`config.mk`:
```
export PLATFORM = sky130hd
export DESIGN_NAME = bus_sequencer
export DESIGN_NICKNAME = d
export VERILOG_FILES = /design/src/rtl/bus_sequencer.sv
export SDC_FILE = /design/constraint.sdc
export NUM_CORES = 1
export LEC_CHECK = 0
export CAP_MARGIN = 30
export CORE_MARGIN = 1.5
export CORE_UTILIZATION = 47
export CTS_BUF_LIST = sky130_fd_sc_hd__clkbuf_8 sky130_fd_sc_hd__clkbuf_16
export CTS_CLUSTER_SIZE = 28
export DETAILED_ROUTE_END_ITERATION = 12
export PLACE_DENSITY_LB_ADDON = 0.05
export SLEW_MARGIN = 20
export SYNTH_ARGS = -nofsm -noshare
export SYNTH_HDL_FRONTEND = slang
export SYNTH_SLANG_ARGS = --single-unit
```
`constraint.sdc`:
```
create_clock -name clock -period 2.28 [get_ports clock]
set_clock_uncertainty 0.2 [all_clocks]
set_input_delay 0.228 -clock clock [delete_from_list [all_inputs] [get_ports clock]]
set_output_delay 0.228 -clock clock [all_outputs]
set_load 0.03 [all_outputs]
```
`src/rtl/bus_sequencer.sv`:
```
// 6502 bus-cycle sequencer: phi2 generation, CPU reset hold, address decode
// into phi2-qualified active-low chip selects, and RDY wait states for SID.
module bus_sequencer #(
    parameter int          DIVIDE_LOG2  = 3,
    parameter int          RESET_CYCLES = 8,
    parameter int          SLOW_WAIT    = 1,
    parameter logic [7:0]  IO_PAGE      = 8'hDE
) (
    input  logic        clock,
    input  logic        reset,
    input  logic [15:0] addr,
    output logic        clockout,
    output logic        reset6502,
    output logic        busen,
    output logic        ready,
    output logic        ram_cs,
    output logic        via1_cs,
    output logic        via2_cs,
    output logic        uart_cs,
    output logic        sid_cs
);

    localparam int             N          = DIVIDE_LOG2;
    localparam logic [N-1:0]   PH_LAST    = {N{1'b1}};
    localparam logic [N-1:0]   PH_SAMPLE  = PH_LAST >> 1;
    localparam logic [N-1:0]   PH_ONE     = {{(N-1){1'b0}}, 1'b1};
    localparam logic [5:0]     RST_TARGET = 6'(RESET_CYCLES);
    localparam logic [2:0]     WAIT_LOAD  = 3'(SLOW_WAIT);
    localparam logic [4:0]     SEL_SID    = 5'b10000;

    logic [N-1:0] phase_q, phase_d;
    logic [5:0]   rst_cnt_q, rst_cnt_d;
    logic [2:0]   wait_cnt_q, wait_cnt_d;
    logic         skip_q, skip_d;
    logic         released_q, released_d;
    logic         ready_q, ready_d;
    logic [4:0]   sel_q, sel_d;
    logic [4:0]   cs_q, cs_d;
    logic         sample_s, wrap_s, high_s;

    // One-hot select, bit order {sid, uart, via2, via1, ram}.
    function automatic logic [4:0] decode(input logic [15:0] a);
        logic [4:0] s;
        s = 5'b00000;
        if (a[15:8] != IO_PAGE) begin
            s = 5'b00001;
        end else begin
            case (a[7:4])
                4'h0:       s = 5'b00010;
                4'h1:       s = 5'b00100;
                4'h2:       s = 5'b01000;
                4'h4, 4'h5: s = 5'b10000;
                default:    s = 5'b00000;
            endcase
        end
        return s;
    endfunction

    // Next-state logic for phase, reset hold, decode and wait states.
    always_comb begin
        phase_d    = phase_q + PH_ONE;
        sample_s   = (phase_q == PH_SAMPLE);
        wrap_s     = (phase_q == PH_LAST);
        rst_cnt_d  = rst_cnt_q;
        sel_d      = sel_q;
        wait_cnt_d = wait_cnt_q;
        skip_d     = skip_q;

        if (wrap_s && (rst_cnt_q < RST_TARGET)) begin
            rst_cnt_d = rst_cnt_q + 6'd1;
        end else begin
            rst_cnt_d = rst_cnt_q;
        end
        released_d = (rst_cnt_d == RST_TARGET);

        if (sample_s) begin
            sel_d  = decode(addr);
            skip_d = 1'b0;
            // skip covers the CPU still presenting the same SID address after its wait ends
            if ((sel_d == SEL_SID) && (SLOW_WAIT > 0) && !skip_q && (wait_cnt_q == 3'd0)) begin
                wait_cnt_d = WAIT_LOAD;
            end else begin
                wait_cnt_d = wait_cnt_q;
            end
        end else if (wrap_s && (wait_cnt_q != 3'd0)) begin
            wait_cnt_d = wait_cnt_q - 3'd1;
            if (wait_cnt_q == 3'd1) begin
                skip_d = 1'b1;
            end else begin
                skip_d = skip_q;
            end
        end else begin
            wait_cnt_d = wait_cnt_q;
        end

        ready_d = (wait_cnt_d == 3'd0);
        high_s  = phase_d[N-1];
        if (high_s && released_d) begin
            cs_d = ~sel_d;
        end else begin
            cs_d = 5'b11111;
        end
    end

    // State registers with synchronous reset.
    always_ff @(posedge clock) begin
        if (reset) begin
            phase_q    <= {N{1'b0}};
            rst_cnt_q  <= 6'd0;
            wait_cnt_q <= 3'd0;
            skip_q     <= 1'b0;
            released_q <= 1'b0;
            ready_q    <= 1'b1;
            sel_q      <= 5'b00000;
            cs_q       <= 5'b11111;
        end else begin
            phase_q    <= phase_d;
            rst_cnt_q  <= rst_cnt_d;
            wait_cnt_q <= wait_cnt_d;
            skip_q     <= skip_d;
            released_q <= released_d;
            ready_q    <= ready_d;
            sel_q      <= sel_d;
            cs_q       <= cs_d;
        end
    end

    assign clockout  = phase_q[N-1];
    assign reset6502 = released_q;
    assign busen     = released_q;
    assign ready     = ready_q;
    assign ram_cs    = cs_q[0];
    assign via1_cs   = cs_q[1];
    assign via2_cs   = cs_q[2];
    assign uart_cs   = cs_q[3];
    assign sid_cs    = cs_q[4];

endmodule

```
==> results of run 1 <==
==> logic make-up after synthesis <==
family                   Yosys count  synth area share, %
buffers and inverters              9                3.465
multiplexers                       1               0.9238
adder cells (fa/ha/maj)            7                8.083
XOR/XNOR                           5                4.041
flip-flops                        25                46.19
AND/OR/NAND/NOR                   48                26.56
AO/OA/AOI/OAI                     16                10.74
==> registers in the layout (all words and copies together) (netlist names) <==
register and flops:
busen 1, phase_q 3, cs_q 5, rst_cnt_q 6, ready 1, skip_q 1, wait_cnt_q 3, sel_q 5
==> metrics by stage <==
stage | instances | hold slack [ps] | area [um2]
after detailed placement | 161 | 211.7 | 1346
final | 166 | 221.9 | 1400
after CTS | 165 | 225.4 | 1393
after floorplan | 111 | 186.8 | 1084
after global placement | 161 | 209.3 | 1346
after global routing | 166 | 259.2 | 1400
==> critical path: stages, from the launching register on <==
cell and delay (ps):
dfxtp_1 320, ha_1 220, ha_1 220, nor4b_4 160, buf_4 150, a31o_1 220, a211oi_2 370, nand2b_1 90
==> how the worst max path moves through the flow <==
stage / startpoint / end / depth (start not counted)
after floorplan: phase_q[2] / cs_q[1] / 5
after global placement: phase_q[0] / cs_q[0] / 6
after detailed placement: phase_q[0] / cs_q[1] / 6
after CTS: phase_q[0] / cs_q[1] / 6
after global routing: phase_q[0] / cs_q[4] / 6
final: phase_q[0] / cs_q[1] / 7
==> final cells by class <==
| cell class | count | area (um2) |
|---|---|---|
| Clock buffer | 3 | 41.29 |
| Clock inverter | 1 | 5.005 |
| Fill cell | 183 | 790.8 |
| Inverter | 6 | 22.52 |
| Multi-Input combinational cell | 77 | 545.5 |
| Sequential cell | 25 | 500.5 |
| Tap cell | 28 | 35.03 |
| Timing Repair Buffer | 26 | 250.2 |
==> cells in the final DEF, fill, tap and decap left out, types with 2 or more instances in the layout <==
cell and instances:
dfxtp_1 25, clkdlybuf4s50_1 22, nor2_1 17, ha_1 7, nand2b_1 6, a21oi_1 6
inv_1 5, nor2b_1 5, nor3_1 4, nand2_1 4, xnor2_1 4, buf_4 4
a22oi_1 3, clkbuf_8 3, nand4b_1 2
==> layer usage <==
layer / GRT usage, % / share of wire [%] / up-vias
met5: 0 / 0 / -
met4: 6.757 / 0.82 / 0
met3: 4.386 / 4.5 / 2
met2: 31.60 / 49 / 16
met1: 19.29 / 45 / 386
li1: - / - / 437
==> power by group through the flow <==
stage / Clock, W / Combinational, W / Sequential (W)
after global routing: 0.000280 / 0.0000656 / 0.000445
after detailed placement: 0 / 0.0000588 / 0.000455
after CTS: 0.000264 / 0.0000594 / 0.000444
after global placement: 0 / 0.0000585 / 0.000454
after floorplan: 0 / 0.0000230 / 0.000456
final: 0.000249 / 0.0000589 / 0.000444
==> flow_summary_export.csv, run 1 <==
group,metric,value,unit
clock_tree,clockBufferDepth,2,
logic_synthesis,synth-seq-cells,25,
pwr,power.internal,0.0005973,W
setup_path,startpoint_type,"register",
clock_tree,cts_resized,0,
placement,place_congestion,0.8237,
die,rows,17,
drt,drt-pass1-iter-count,4,
layout,fin_nets,164,
drt,wl,1948,um
drt,via_count,841,
layout,area.growth.synth_to_final,29.21,%
logic_synthesis,synth_edf_count,0,
setup_path,crit_required,2220,ps
worst_hold_path,hold_depth,1,
timing,setup_viol,0,
timing,max_freq,0.4859,GHz
setup_path,crit_type,"reg2reg",
setup_path,crit_path_end_kind,"register",
setup_path,r2r_end,"cs_q[1]",
timing,worst_pin_slew,385.3,ps
logic_synthesis,synth.avg_cell_area,9.762,um2
logic_synthesis,syn_area,1084,um2
timing,hold_violations,0,
clock_tree,ctsRootBufferMaster,"clkbuf_8",
die,design.core.area,2191,um2
worst_hold_path,hp-start,"phase_q[0]",
clock_tree,clock_sinks,25,
clock_tree,cts_setup_buffers,0,
die,start_util,49.46,%
global_routing,grt_overflow_total,0,
clock_tree,h-tree-depth,1,
logic_synthesis,synth.most_common_cell,"dfxtp_1",
worst_hold_path,holdPathEnd,"phase_q[0]",
timing,setup_slack,222.0,ps
clock_tree,cts_tree,"yes",
drt,avgRoutedWirePerCell,11.73,um
logic_synthesis,synth.top_cell.area_share,46.19,%
drt,drtAntennaViolNets,0,
global_routing,grt_pass1_wl,3353,um
logic_synthesis,synth_nets,136,
timing,finalMaxSlewViolations,0,
logic_synthesis,synth_ff_type,"dfxtp_1",
outcome,status,"complete, no violations",
placement,port_buffers,22,
timing,period_share,90.27,%
setup_path,rr_startpoint,"phase_q[0]",
timing,relSlewSlack,74.26,%
die,ios,27,
timing,rsz0062_at_grt,"no",
timing,fin_crit,2058,ps
pwr,pwr_density_cell,537.2,nW/um2
pwr,power_switching,0.0001549,W
logic_synthesis,synth_cell_types,34,
pwr,seqPwrFrac,59.1,%
global_routing,grt_max_degree,15,
timing,tns,0,ps
clock_tree,path_clk_slew,80,ps
job,cap_violations,0,
pwr,leakage,0.5264,nW
layout,antenna_cells,0,
global_routing,grt_pass1_vias,805,
logic_synthesis,synthArstFlopShare,0,%
logic_synthesis,synth_warnings,0,
worst_hold_path,hp-class,"reg2reg",
logic_synthesis,postSynthCellCount,111,
clock_tree,hold_buffers,0,
logic_synthesis,synth_sequential_area_ratio,46.19,%
die,die-area,2603,um2
drt,detail_route.iter0.violations,14,
setup_path,r2r_slack,220,ps
drt,drc,0,
layout,finalCoreUtilization,63.91,%
logic_synthesis,synthTopCellsByArea,"dfxtp_1, ha_1, nor2_1, nand2b_1, xnor2_1",
die,fp.dieW,51.02,um
placement,dp_hpwl,1519,um
global_routing,antenna_found_initial,0,
setup_path,r2r_cells,7,
clock_tree,numCtsBuffers,3,
drt,via_per_inst,5.066,
pwr,power_frac_comb,7.8,%
pwr,clkPwrFrac,33.1,%
pwr,p_total,0.0007521,W
placement,dp_slack,186.5,ps
pwr,ir_drop,0.5232,mV
logic_synthesis,synth.top_cells.by_count,"dfxtp_1, nor2_1, ha_1",
logic_synthesis,synth_top_cell_by_area,"dfxtp_1",
setup_path,arrival,2000,ps
clock_tree,clk_latency,260,ps
layout,layout-drive-gt1-share,10.14,%
pwr,p_sw_share,20.59,%
global_routing,track_usage,17.42,%
die,die_h,51.02,um
setup_path,cp_max_fo,5,
Power figures use the tool's default switching activity.
==> inputs of run 2 (changes only) <==
Settings changed: CORE_MARGIN 1.5 to 5.
==> run 2 against run 1 <==
  * Routed wire length rose by 7.5%
  * Cell count unchanged
  * Critical path depth shrank 1
  * Die area grew 29%
  * Design area increased by 0.45%
  * Combinational power is essentially flat
  * Sequential share of layout area shrank 0.16 points
  * Setup slack better by 8.4 ps
  * Flip-flop and latch count is the same
==> flow_summary_export.csv, run 2 (same netlist as run 1, synthesis figures left out) <==
group,metric,value,unit
layout,antenna_cells,0,
global_routing,antenna_found_initial,0,
setup_path,crit_path_end_kind,"register",
layout,area.growth.synth_to_final,29.79,%
layout,layout-drive-gt1-share,9.420,%
die,design.core.area,2212,um2
setup_path,crit_type,"reg2reg",
layout,largest-register,"rst_cnt_q",
global_routing,grt_pass1_wl,3643,um
global_routing,grt_pass1_vias,864,
timing,fin_crit,2050,ps
drt,drt-pass1-iter-count,4,
timing,relSlewSlack,72.36,%
worst_hold_path,hp-start,"phase_q[0]",
setup_path,crit_end,"cs_q[2]",
setup_path,rr_startpoint,"phase_q[0]",
drt,detail_route.iter0.violations,7,
drt,avgRoutedWirePerCell,12.61,um
placement,port_buffers,22,
pwr,leakage,0.5285,nW
timing,finalMaxSlewViolations,0,
die,start_util,48.98,%
outcome,status,"complete, no violations",
global_routing,grt_overflow_total,0,
timing,tns,0,ps
die,die-area,3366,um2
timing,rsz0062_at_grt,"no",
timing,worst_pin_slew,412.8,ps
timing,setup_viol,0,
pwr,p_total,0.0007490,W
setup_path,r2r_slack,230,ps
layout,final_common_cell,"dfxtp_1",
global_routing,grt_max_degree,18,
drt,wl,2094,um
drt,via_count,842,
worst_hold_path,hp-class,"reg2reg",
placement,dp_slack,140.2,ps
job,cap_violations,0,
layout,final_cell_mix,"dfxtp_1, clkdlybuf4s50_1, nor2_1",
setup_path,r2r_end,"cs_q[2]",
global_routing,track_usage,13.98,%
setup_path,cp_max_fo,6,
drt,via_per_inst,5.072,
setup_path,startpoint_type,"register",
die,ios,27,
timing,max_freq,0.4879,GHz
die,die_h,58.02,um
timing,fin_hold_ws,225.4,ps
drt,drc,0,
setup_path,crit_path_max_incr_delay,380,ps
clock_tree,clock_sinks,25,
clock_tree,hold_buffers,0,
timing,hold_violations,0,
clock_tree,ctsRootBufferMaster,"clkbuf_8",
clock_tree,h-tree-depth,1,
setup_path,arrival,1990,ps
placement,dp_hpwl,1588,um
setup_path,path_cells,"ha_1, ha_1, nor4b_4, nand4b_2, a211oi_4, nand2b_1",
setup_path,crit_required,2220,ps
setup_path,r2r_cells,6,
worst_hold_path,hold_depth,1,
setup_path,cp-startpoint,"phase_q[0]",
clock_tree,clk_latency,260,ps
placement,place_congestion,0.7338,
layout,largest_register_ffs,6,
layout,reg.largest.list,"rst_cnt_q: 6 flops, cs_q: 5 flops, sel_q: 5 flops",
clock_tree,cts_tree,"yes",
drt,drtAntennaViolNets,0,
clock_tree,clockBufferDepth,2,
die,rows,17,
timing,setup_slack,230.3,ps
setup_path,critPathSlowestCell,"nor4b_4",
layout,fin_nets,164,
clock_tree,path_clk_slew,80,ps
pwr,pwr_density_cell,532.6,nW/um2
timing,period_share,89.90,%
clock_tree,numCtsBuffers,3,
pwr,ir_drop,0.4470,mV
die,fp.dieW,58.02,um
setup_path,cpMostUsedCell,"ha_1",
-- run 2: layout make-up --
| class | count | area, um2 |
|---|---|---|
| Multi-Input combinational cell | 77 | 553.0 |
| Fill cell | 203 | 805.8 |
| Sequential cell | 25 | 500.5 |
| Clock inverter | 1 | 3.754 |
| Timing Repair Buffer | 26 | 250.2 |
| Inverter | 6 | 22.52 |
| Clock buffer | 3 | 41.29 |
| Tap cell | 28 | 35.03 |
-- run 2: routing by layer --
metal,up-vias,wire length (um),global-route usage (%)
li1,433,-,-
met1,387,939,14.99
met2,20,999,25.32
met3,2,138,4.009
met4,0,16,5.960
met5,-,0,0
-- run 2: how the worst min path moves through the flow --
stage | to | slack, ps
floorplan | sel_q[4] | 190
global route | phase_q[0] | 260
CTS | phase_q[0] | 230
finish | phase_q[0] | 230
detailed placement | phase_q[0] | 210
global placement | phase_q[0] | 210
-- run 2: power by group --
| group | switching (W) | internal (W) | leakage [nW] | total (W) |
|---|---|---|---|---|
| registers | 0.00000253 | 0.000442 | 0.202 | 0.000444 |
| clock network | 0.000126 | 0.000120 | 0.0269 | 0.000246 |
| logic | 0.0000259 | 0.0000331 | 0.299 | 0.0000589 |
| total | 0.000154 | 0.000595 | 0.529 | 0.000749 |
-- run 2: worst max-delay path: cells and delay by family (launching register included) --
family / cells / cell delay, ps
compound gates: 1 / 350
flops: 1 / 340
simple gates: 3 / 700
fa+ha+maj: 2 / 350
-- run 2: what timing repair did --
action	4_1_cts	5_1_grt
setup endpoints to repair	0	5
buffers inserted	0	2
resized for setup	0	1
hold endpoints to repair	0	0
-- run 2: through the flow --
stage	instance area, um2	instances	utilization, %
6_report	1406	166	63.57
5_1_grt	1406	166	63.57
4_1_cts	1384	164	62.56
3_5_place_dp	1339	160	60.52
3_3_place_gp	1339	160	60.52
2_1_floorplan	1084	111	-
